--- src/rtl/branch_pred_ctrl_pkg.sv ---
// Shared types and constants for the branch-prediction controller and its BHT.
// Counter encoding: SNT/WNT predict not-taken, WT/ST predict taken (bit 1 is the prediction).
package branch_pred_ctrl_pkg;

  typedef enum logic {
    ST_CLEAR = 1'b0,
    ST_RUN   = 1'b1
  } state_e;

  localparam logic [1:0] SNT = 2'b00;
  localparam logic [1:0] WNT = 2'b01;
  localparam logic [1:0] WT  = 2'b10;
  localparam logic [1:0] ST  = 2'b11;

  localparam int IDX_W_DEF = 4;

endpackage

--- src/rtl/branch_pred_ctrl_bht.sv ---
// 2^IDX_W x 2-bit branch history table: asynchronous read, one synchronous write port.
// The write is either a clear-sweep store or a saturating counter update.
module bht_table
  import branch_pred_ctrl_pkg::*;
#(
  parameter int IDX_W = IDX_W_DEF
) (
  input  logic             clk,
  input  logic [IDX_W-1:0] rd_idx,
  output logic [1:0]       rd_cnt,
  input  logic             clr_en,
  input  logic [IDX_W-1:0] clr_idx,
  input  logic [1:0]       clr_val,
  input  logic             upd_en,
  input  logic [IDX_W-1:0] upd_idx,
  input  logic             upd_taken
);

  localparam int DEPTH = 1 << IDX_W;

  logic [1:0] mem_q [DEPTH];
  logic [1:0] mem_d [DEPTH];

  function automatic logic [1:0] sat_update(input logic [1:0] cnt, input logic taken);
    if (taken) return (cnt == ST) ? ST : cnt + 2'd1;
    return (cnt == SNT) ? SNT : cnt - 2'd1;
  endfunction

  // Read sees the pre-edge value, so a same-index write shows up the next cycle.
  assign rd_cnt = mem_q[rd_idx];

  always_comb begin
    mem_d = mem_q;
    if (clr_en) begin
      mem_d[clr_idx] = clr_val;
    end else if (upd_en) begin
      mem_d[upd_idx] = sat_update(mem_q[upd_idx], upd_taken);
    end
  end

  // No reset: contents are defined by the clear sweep.
  always_ff @(posedge clk) begin
    mem_q <= mem_d;
  end

endmodule

--- src/rtl/branch_pred_ctrl.sv ---
// Branch-prediction controller: BHT+BTB next-PC steering, EX misprediction redirect,
// BTB write scheduling, post-reset BHT clear sweep and saturating statistics.
module branch_pred_ctrl
  import branch_pred_ctrl_pkg::*;
#(
  parameter int         IDX_W    = IDX_W_DEF,
  parameter int         CNT_W    = 16,
  parameter logic [1:0] BHT_INIT = WNT
) (
  input  logic             clk,
  input  logic             rst,
  input  logic [31:0]      PCF,
  input  logic             btb_hit,
  input  logic [31:0]      btb_target,
  input  logic             ex_valid,
  input  logic             ex_is_br,
  input  logic [31:0]      ex_pc,
  input  logic             ex_taken,
  input  logic [31:0]      ex_target,
  input  logic             ex_pred_taken,
  input  logic [31:0]      ex_pred_pc,
  output logic             pred_taken,
  output logic [31:0]      pred_pc,
  output logic             redirect,
  output logic [31:0]      redirect_pc,
  output logic             flush,
  output logic             btb_upd,
  output logic [31:0]      btb_upd_pc,
  output logic [31:0]      btb_upd_target,
  output logic             init_busy,
  output logic [CNT_W-1:0] br_cnt,
  output logic [CNT_W-1:0] mispred_cnt,
  output logic             state_dbg
);

  state_e             state_q, state_d;
  logic [IDX_W-1:0]   idx_q, idx_d;
  logic [CNT_W-1:0]   br_cnt_q, br_cnt_d;
  logic [CNT_W-1:0]   mis_cnt_q, mis_cnt_d;
  logic               run;
  logic               ex_br;
  logic [31:0]        cnpc;
  logic [1:0]         rd_cnt;
  logic               unused_pred_taken;

  // The carried direction is redundant: the PC compare already covers it.
  assign unused_pred_taken = ex_pred_taken;

  bht_table #(.IDX_W(IDX_W)) u_bht (
    .clk       (clk),
    .rd_idx    (PCF[IDX_W+1:2]),
    .rd_cnt    (rd_cnt),
    .clr_en    (!run),
    .clr_idx   (idx_q),
    .clr_val   (BHT_INIT),
    .upd_en    (run && ex_br),
    .upd_idx   (ex_pc[IDX_W+1:2]),
    .upd_taken (ex_taken)
  );

  always_comb begin
    run            = (state_q == ST_RUN);
    ex_br          = ex_valid && ex_is_br;
    cnpc           = ex_taken ? ex_target : ex_pc + 32'd4;

    pred_taken     = run && btb_hit && rd_cnt[1];
    pred_pc        = pred_taken ? btb_target : PCF + 32'd4;
    redirect       = run && ex_br && (ex_pred_pc != cnpc);
    redirect_pc    = cnpc;
    flush          = redirect;
    btb_upd        = run && ex_br && ex_taken;
    btb_upd_pc     = ex_pc;
    btb_upd_target = ex_target;
    init_busy      = !run;
    br_cnt         = br_cnt_q;
    mispred_cnt    = mis_cnt_q;
    state_dbg      = state_q;

    state_d   = state_q;
    idx_d     = idx_q;
    br_cnt_d  = br_cnt_q;
    mis_cnt_d = mis_cnt_q;

    if (!run) begin
      idx_d = idx_q + IDX_W'(1);
      if (&idx_q) state_d = ST_RUN;
    end else if (ex_br) begin
      if (br_cnt_q != '1) br_cnt_d = br_cnt_q + CNT_W'(1);
      if (redirect && (mis_cnt_q != '1)) mis_cnt_d = mis_cnt_q + CNT_W'(1);
    end
  end

  always_ff @(posedge clk or negedge rst) begin
    if (!rst) begin
      state_q   <= ST_CLEAR;
      idx_q     <= '0;
      br_cnt_q  <= '0;
      mis_cnt_q <= '0;
    end else begin
      state_q   <= state_d;
      idx_q     <= idx_d;
      br_cnt_q  <= br_cnt_d;
      mis_cnt_q <= mis_cnt_d;
    end
  end

endmodule
--- config.mk ---
export PLATFORM = sky130hd
export DESIGN_NAME = branch_pred_ctrl
export DESIGN_NICKNAME = d
export VERILOG_FILES = /design/src/rtl/branch_pred_ctrl_pkg.sv /design/src/rtl/branch_pred_ctrl_bht.sv /design/src/rtl/branch_pred_ctrl.sv
export SDC_FILE = /design/constraint.sdc
export NUM_CORES = 1
export LEC_CHECK = 0
export BUFFER_PORTS_ARGS = -buffer_cell sky130_fd_sc_hd__clkbuf_2
export CORE_ASPECT_RATIO = 0.5
export CORE_MARGIN = 2
export CORE_UTILIZATION = 49
export DETAILED_ROUTE_END_ITERATION = 7
export GPL_TIMING_DRIVEN = 0
export PLACE_DENSITY = 0.83
export RECOVER_POWER = 50
export SYNTH_ARGS = -nofsm -noshare
export SYNTH_HDL_FRONTEND = slang
export SYNTH_SLANG_ARGS = --single-unit
--- constraint.sdc ---
create_clock -name clk -period 5.1 [get_ports clk]
set_input_delay 1.02 -clock clk [delete_from_list [all_inputs] [get_ports clk]]
set_output_delay 1.02 -clock clk [all_outputs]
set_load 0.05 [all_outputs]
==> results.ini, run 1 <==
[routing]
ant_nets = 0
dr.pass1.iters = 8
vias = 8577
drc_errors = 0
drtIter0Drc = 1046
viasPerCell = 5.871
drt-total-wl_mm = 28.50
wire_per_inst_um = 19.50

[place]
place.gp.congestion = 1.010
io_buffers = 320
hpwlAfterDp_mm = 22.81
dpl_cell_area_um2 = 9259

[clocking]
cts_num_sinks = 69
root_buffer = clkbuf_16
insertion_delay_ns = 0.33
cts_tree = built
htreeDepth = 3
cts_made_buffers = 9
clkTransAtPathRegs_ns = 0.06
cts_buffer_depth = 2
cts_hold_buf = 0

[synthesis]
synthCells = 917
yosysWarnings = 0
syn_avg_cell_area_um2 = 8.054
synth_seq_area_share = 0.2555
async_flop_share = 0.5362
syn_area_um2 = 7386
synth-edff-count = 32
yosys_register_bits = 69
synth-main-ff-cell = dfrtp_1
synth_fp_nets = 1095
ys_types = 76

[critical_path]
path_cells = buf_6 > buf_4 > and3_4 > nand3_2 > or4_4 > a211oi_4 > o2111ai_2 > a2111o_1 > nor4_4 > buf_6 > nor2_4 > buf_6 > clkbuf_8
startpoint_type = input pin
reg2reg_depth = 8
crit_required_ns = 4.08
r2r_end = u_bht.mem_q[6]
cpPeakStageDelay_ns = 0.59
critPathMostFrequentCell = buf_6
end_kind = output pin
r2r-start = u_bht.mem_q[19]
critical_path_arrival_ns = 4.04
crit_buf_inv = 5
crit_path_top_delay_cell = or4_4
path_max_fanout = 10
cp_top_family = simple AND/OR/NAND/NOR gates
path_class = input pin to output pin
regToRegSetupSlack_ns = 2.48

[power_and_ir_drop]
peakVddDrop_mv = 0.3231
p_clk_frac = 0.256
p_leak_nw = 4.323
power_frac_comb = 0.451
powerDensity_nw_per_um2 = 235.0
p_int_mw = 1.245
power_frac_seq = 0.293
power_mw = 2.294
p_sw_frac = 0.4571
power.switching_mw = 1.049

[die]
die_area_um2 = 16130
io-pin-count = 333
rows = 31
core_um2 = 14580
start_util = 0.5064
die_h_um = 90.82
die_x_um = 177.6

[global_route]
grt_pass1_vias = 7960
grt_max_degree = 38
grt_pass1_wl_mm = 43.09
grt_antenna_before_repair = 0
grt.total_usage = 0.3410
overflow = 0

[sta]
max_freq_ghz = 0.1976
fin_crit_ns = 5.061
period_share = 0.9924
finalHoldViolations = 0
timing.slew.headroom = -0.2792
drv_slew = 38
fin_skew_ns = 0.007046
setup_violations = 0
tightest_slew_ns = 1.919

[layout]
diodes = 0
syn_to_final_growth_pct = 32.15
mostFrequentLayoutCells = clkbuf_2 (289), nand2_1 (122), o21ai_0 (79), buf_4 (78), nand3_1 (67)
stdcell_area_um2 = 9761
fin_nets = 1436
layout_commonest_cell = clkbuf_2
drive_gt1_frac = 0.3658

[min_path]
min_path_cells = 1
worstHoldStart = br_cnt[14]
holdPathEnd = br_cnt[14]
hp-class = flip-flop to flip-flop

[outcome]
status = finished with violations
violations = max-capacitance violations, max-slew violations

[job]
drv_cap = 1

-- power by group through the flow --
| stage | combinational, mW | sequential (mW) | clock [mW] |
|---|---|---|---|
| after floorplan | 0.585 | 0.801 | 0 |
| after global placement | 0.999 | 0.676 | 0 |
| after detailed placement | 1.02 | 0.681 | 0 |
| after CTS | 1.02 | 0.672 | 0.592 |
| after global routing | 1.09 | 0.680 | 0.613 |
| final | 1.03 | 0.673 | 0.586 |
-- cell families (layout without fill, tap and decap cells) --
logic type               count (synthesis)  after routing  synth area share
AND/OR/NAND/NOR                        377            377            0.2638
AO/OA/AOI/OAI                          170            170            0.1404
buffers and inverters                  139            485            0.1076
XOR/XNOR                               119            119            0.1430
flip-flops                              69             69            0.2555
multiplexers                            32             32           0.07115
adder cells (fa/ha/maj)                 11             11           0.01863
-- how the worst max path moves through the flow --
stage,startpoint,end,slack (ns),cells past startpoint
floorplan,ex_pc[2],redirect,0.03,13
global placement,ex_pc[2],redirect,-0.81,15
detailed placement,ex_pc[2],redirect,-0.80,15
CTS,ex_pc[2],redirect,0.008,15
global route,ex_pc[2],redirect,-0.04,15
finish,ex_pc[3],redirect,0.04,13
-- synth_stat cells, drive strengths merged (14+ instances only) --
library cell,number,area (um^2)
nand4,31,215.2
o22ai,15,93.84
nand3,71,360.3
mux4,15,337.8
inv,19,71.32
dfrtp,37,925.9
nor4,14,123.9
and3,16,100.1
a21oi,29,145.1
edfxtp,32,960.9
clkbuf,33,126.4
nor3,23,120.1
o21ai,79,395.4
nand2,124,465.5
xnor2,66,578.1
xor2,52,455.4
buf,86,593.1
nor2,47,178.9
-- final cells by class --
cell class	count	area, um^2
clock buffer	9	225.2
sequential	69	1887
timing repair buffer	331	1669
clock inverter	7	57.56
multi-input combinational	709	4850
fill	1271	4823
buffer	118	749.5
inverter	20	75.07
tap	198	247.7
-- registers in the layout, indices dropped and copies added (netlist names) --
name,cells
br_cnt,16
state_dbg,1
mispred_cnt,16
u_bht.mem_q,32
idx_q,4
-- stage by stage --
| stage | util | setup WS [ns] | cells | TNS, ns | hold slack (ns) |
|---|---|---|---|---|---|
| 2_1_floorplan | - | 0.02530 | 917 | 0 | 0.5060 |
| 3_3_place_gp | 0.6349 | -0.8061 | 1435 | -2.684 | 0.4803 |
| 3_5_place_dp | 0.6349 | -0.8004 | 1435 | -3.143 | 0.4909 |
| 4_1_cts | 0.6591 | 0.007664 | 1454 | 0 | 0.4995 |
| 5_1_grt | 0.6693 | -0.04417 | 1461 | -0.05163 | 0.5154 |
| 6_report | 0.6693 | 0.03896 | 1461 | 0 | 0.4923 |
-- layer usage --
metal / routed length [um] / vias to the layer above / track usage
met5: 0 / - / 0
met3: 2974 / 56 / 0.05177
met1: 11620 / 4097 / 0.4699
met2: 13400 / 497 / 0.5610
met4: 499 / 0 / 0.08402
li1: - / 3927 / -
-- timing repair --
action | CTS | global route
pin swaps | 2 | 10
setup endpoints to repair | 21 | 2
buffers inserted | 4 | 7
resized for setup | 15 | 37
gates cloned | 0 | 0
Power figures use the tool's default switching activity.
==> inputs of run 2 (changes only) <==
==> constraint.sdc (replaced) <==
create_clock -name clk -period 5.1 [get_ports clk]
set_input_delay 1.02 -clock clk [delete_from_list [all_inputs] [get_ports clk]]
set_output_delay 1.02 -clock clk [all_outputs]
set_load 0.005 [all_outputs]
==> results.ini, run 2 (same netlist as run 1, synthesis figures left out) <==
[outcome]
status = finished with violations
violations = max-capacitance violations, max-slew violations

[layout]
stdcell_count = 1462
largest-register = u_bht.mem_q
largest_reg_flops = 32
layout_commonest_cell = clkbuf_2
fin_nets = 1437
seqCellArea_um2 = 1887
syn_to_final_growth_pct = 31.10
multiInputGateArea_um2 = 4780
n_fill_cell = 1318
drive_gt1_frac = 0.3441
mostFrequentLayoutCells = clkbuf_2 (274), nand2_1 (124), o21ai_0 (79), clkbuf_1 (77), nand3_1 (69)
diodes = 0

[sta]
max_freq_ghz = 0.1967
setup_violations = 0
finalHoldViolations = 0
period_share = 0.9971
fin_skew_ns = 0.009266
fin_crit_ns = 5.085
setup_slack_ns = 0.01489
hold_slack_ns = 0.4911
timing.slew.headroom = -0.3183
tightest_slew_ns = 1.977
drv_slew = 38

[power_and_ir_drop]
p_leak_nw = 4.269
peakVddDrop_mv = 0.2891
power_mw = 1.949
powerDensity_nw_per_um2 = 201.3

[critical_path]
crit_buf_inv = 6
path_class = input pin to output pin
cp_top_family = simple AND/OR/NAND/NOR gates
end_kind = output pin
critPathMostFrequentCell = buf_6
reg2reg_depth = 7
path_max_fanout = 6
startpoint_type = input pin
r2r_end = u_bht.mem_q[6]
crit_required_ns = 4.08
crit_path_top_delay_cell = or4_4
cpPeakStageDelay_ns = 0.56
critical_path_arrival_ns = 4.07
path_cells = buf_4 > ha_4 > buf_6 > nand4_4 > or4_4 > buf_6 > or4_4 > a31oi_4 > xnor2_1 > nand2_1 > nor4_4 > buf_6 > nor2_1 > buf_4 > clkbuf_2
r2r-start = u_bht.mem_q[24]
regToRegSetupSlack_ns = 2.48

[clocking]
clkTransAtPathRegs_ns = 0.06
root_buffer = clkbuf_16
cts_tree = built
cts_hold_buf = 0
htreeDepth = 3
insertion_delay_ns = 0.34
cts_buffer_depth = 2
cts_num_sinks = 69
cts_made_buffers = 9

[job]
drv_cap = 1

[routing]
drt-total-wl_mm = 28.01
ant_nets = 0
wire_per_inst_um = 19.16
viasPerCell = 5.811
drc_errors = 0
vias = 8496
drtIter0Drc = 1037
dr.pass1.iters = 6

[global_route]
grt_antenna_before_repair = 0
grt_pass1_wl_mm = 43.27
grt_max_degree = 38
grt_pass1_vias = 7997
grt.total_usage = 0.3376
overflow = 0

[die]
io-pin-count = 333
die_x_um = 177.6
start_util = 0.5064
rows = 31
core_um2 = 14580
die_area_um2 = 16130
die_h_um = 90.82

[min_path]
min_path_cells = 1
worstHoldStart = mispred_cnt[9]
hp-class = flip-flop to flip-flop
holdPathEnd = mispred_cnt[9]

[place]
hpwlAfterDp_mm = 22.52
io_buffers = 320
dp_cells = 1435
dp_slack_ns = -0.6950
place.gp.congestion = 0.9405

## run 2: cell count changes in the layout (fill, tap and decap cells not counted), moves of 4 or more
cell	change
buf_2	+4
buf_4	-10
buf_6	-4
clkbuf_1	+15
clkbuf_4	+11
clkbuf_2	-15
## run 2: cell type report
cell class / count / share of cell area
clock buffer: 12 / 0.02985
inverter: 20 / 0.007753
sequential: 69 / 0.1949
buffer: 118 / 0.07572
tap: 198 / 0.02558
clock inverter: 4 / 0.003360
timing repair buffer: 332 / 0.1693
multi-input combinational: 709 / 0.4936
## run 2: per-layer routing
layer,part of all wire,vias to the layer above,global-route usage
met4,0.015,0,0.07240
met3,0.085,55,0.04209
met1,0.44,4044,0.4879
met2,0.46,462,0.5397
met5,0,-,0
li1,-,3935,-
## run 2: stage by stage
step	TNS [ns]	util	area [um^2]
after global placement	-1.257	0.6332	9235
after global routing	-0.04294	0.6640	9683
after floorplan	0	-	7386
after CTS	0	0.6631	9671
after detailed placement	-1.315	0.6332	9235
final	0	0.6640	9683
## run 2: worst max path at each step
| stage | startpoint | endpoint | slack [ns] | depth (start not counted) |
|---|---|---|---|---|
| finish | ex_pc[3] | redirect | 0.01 | 15 |
| floorplan | ex_pc[2] | redirect | 0.22 | 13 |
| global placement | ex_pc[2] | redirect | -0.66 | 15 |
| detailed placement | ex_pc[2] | redirect | -0.70 | 15 |
| global route | ex_pc[3] | redirect | -0.04 | 15 |
| CTS | ex_pc[2] | redirect | 0.003 | 15 |
## run 2: worst register-to-register path, delay by kind of cell (launching register included)
| kind | cells | cell delay [ns] |
|---|---|---|
| buffers and inverters | 1 | 0.18 |
| DFF | 1 | 0.44 |
| AOI/OAI and AO/OA | 2 | 0.45 |
| muxes | 2 | 1.01 |
| and+or+nand+nor | 2 | 0.35 |
## run 2: power breakdown
| group | switching, mW | leakage [nW] | internal [mW] |
|---|---|---|---|
| Sequential | 0.0506 | 0.786 | 0.620 |
| Combinational | 0.341 | 3.32 | 0.284 |
| Clock | 0.247 | 0.160 | 0.405 |
| Total | 0.639 | 4.27 | 1.31 |
## run 2: repair_timing
action,CTS,global route
pin swaps,4,3
resized for setup,17,15
setup endpoints to repair,17,11
setup buffers,8,4
==> inputs of run 3 (changes only) <==
--- a/config.mk
+++ b/config.mk
@@ -7,7 +7,7 @@
 export LEC_CHECK = 0
 export BUFFER_PORTS_ARGS = -buffer_cell sky130_fd_sc_hd__clkbuf_2
 export CORE_ASPECT_RATIO = 0.5
-export CORE_MARGIN = 2
+export CORE_MARGIN = 4
 export CORE_UTILIZATION = 49
 export DETAILED_ROUTE_END_ITERATION = 7
 export GPL_TIMING_DRIVEN = 0
==> results.ini, run 3 (same netlist as run 1, synthesis figures left out) <==
[outcome]
status = finished with violations
violations = max-capacitance violations, max-slew violations

[critical_path]
crit_required_ns = 4.08
path_max_fanout = 10
startpoint_type = input pin
critical_path_arrival_ns = 3.96
regToRegSetupSlack_ns = 2.45
end_kind = output pin
path_class = input pin to output pin

[routing]
drc_errors = 0
vias = 8514
drtIter0Drc = 975
dr.pass1.iters = 6
drt-total-wl_mm = 27.93
ant_nets = 0
wire_per_inst_um = 19.05
viasPerCell = 5.808

[global_route]
grt.total_usage = 0.3030
grt_pass1_vias = 7911
use_met1 = 0.4146
met2_usage = 0.5019
grt_pass1_wl_mm = 41.97
overflow = 0
grt_antenna_before_repair = 0
use_met3 = 0.06272
top_usage_layer = met2
grt_max_degree = 38

[layout]
fin_nets = 1441
drive_gt1_frac = 0.3383
mostFrequentLayoutCells = clkbuf_2 (265), nand2_1 (124), clkbuf_1 (87), o21ai_0 (79), buf_4 (76)
layout_commonest_cell = clkbuf_2
syn_to_final_growth_pct = 30.98
largest-register = u_bht.mem_q
largest_reg_flops = 32
utilization = 0.6616
stdcell_area_um2 = 9674
stdcell_count = 1466
diodes = 0

[place]
dp_slack_ns = -0.7360
place.gp.congestion = 0.9935
io_buffers = 320
dp_cells = 1435
dpl_cell_area_um2 = 9235
hpwlAfterDp_mm = 22.49

[clocking]
cts_num_sinks = 69
clkTransAtPathRegs_ns = 0.06
root_buffer = clkbuf_16
cts_tree = built
htreeDepth = 3
cts_buffer_depth = 2
insertion_delay_ns = 0.33
cts_made_buffers = 9

[sta]
setup_slack_ns = 0.1230
period_share = 0.9759
hold_slack_ns = 0.4949
tightest_slew_ns = 1.911
max_freq_ghz = 0.2009
tns_ns = 0
drv_slew = 38
finalHoldViolations = 0
timing.slew.headroom = -0.2739
fin_crit_ns = 4.977
setup_violations = 0
fin_skew_ns = 0.005465

[die]
core_um2 = 14620
rows = 31
die_x_um = 181.6
io-pin-count = 333
die_h_um = 94.82
start_util = 0.5051
die_area_um2 = 17220

[power_and_ir_drop]
powerDensity_nw_per_um2 = 194.0
power_mw = 1.877
p_leak_nw = 4.255
peakVddDrop_mv = 0.2890

[job]
drv_cap = 1

[min_path]
hp-class = flip-flop to flip-flop

-- run 3: final timing paths --
check                                       end            from  cells past startpoint
worst max-delay path                   redirect        ex_pc[3]                     13
worst min-delay path                  br_cnt[9]       br_cnt[9]                      1
worst max register to register  u_bht.mem_q[18]  u_bht.mem_q[7]                      8
worst min register to register        br_cnt[9]       br_cnt[9]                      1
max in group asynchronous              idx_q[1]             rst                      1
min in group asynchronous            br_cnt[10]             rst                      1
-- run 3: layout make-up --
type / count / area (um^2)
multi-input combinational: 709 / 4793
clock buffer: 10 / 239.0
tap: 198 / 247.7
fill: 1303 / 4949
inverter: 20 / 75.07
timing repair buffer: 336 / 1664
clock inverter: 6 / 36.28
buffer: 118 / 732.0
sequential: 69 / 1887
-- run 3: power breakdown --
group	leakage [nW]	switching (mW)	internal (mW)	total, mW
registers	0.786	0.0521	0.620	0.672
logic	3.33	0.340	0.287	0.627
clock network	0.143	0.238	0.341	0.578
-- run 3: repair_timing --
action,CTS,global route
resized for setup,9,29
hold buffers,0,0
buffers inserted,3,13
endpoints found under the hold margin,0,0
setup endpoints to repair,2,2
pin swaps,3,7
-- run 3: metal layers --
metal | up-vias | share of wire
met5 | - | 0
met4 | 0 | 0.014
met3 | 41 | 0.10
met2 | 509 | 0.48
met1 | 4019 | 0.40
li1 | 3945 | -
-- run 3: critical path, stage by stage --
cell,delay [ns]
clkbuf_4,0.16
buf_4,0.21
and3_1,0.25
nand3_2,0.17
or4_4,0.58
a211oi_4,0.25
o2111ai_2,0.16
a2111o_1,0.43
nor4_4,0.27
buf_6,0.15
nor2_1,0.05
buf_4,0.14
clkbuf_2,0.10
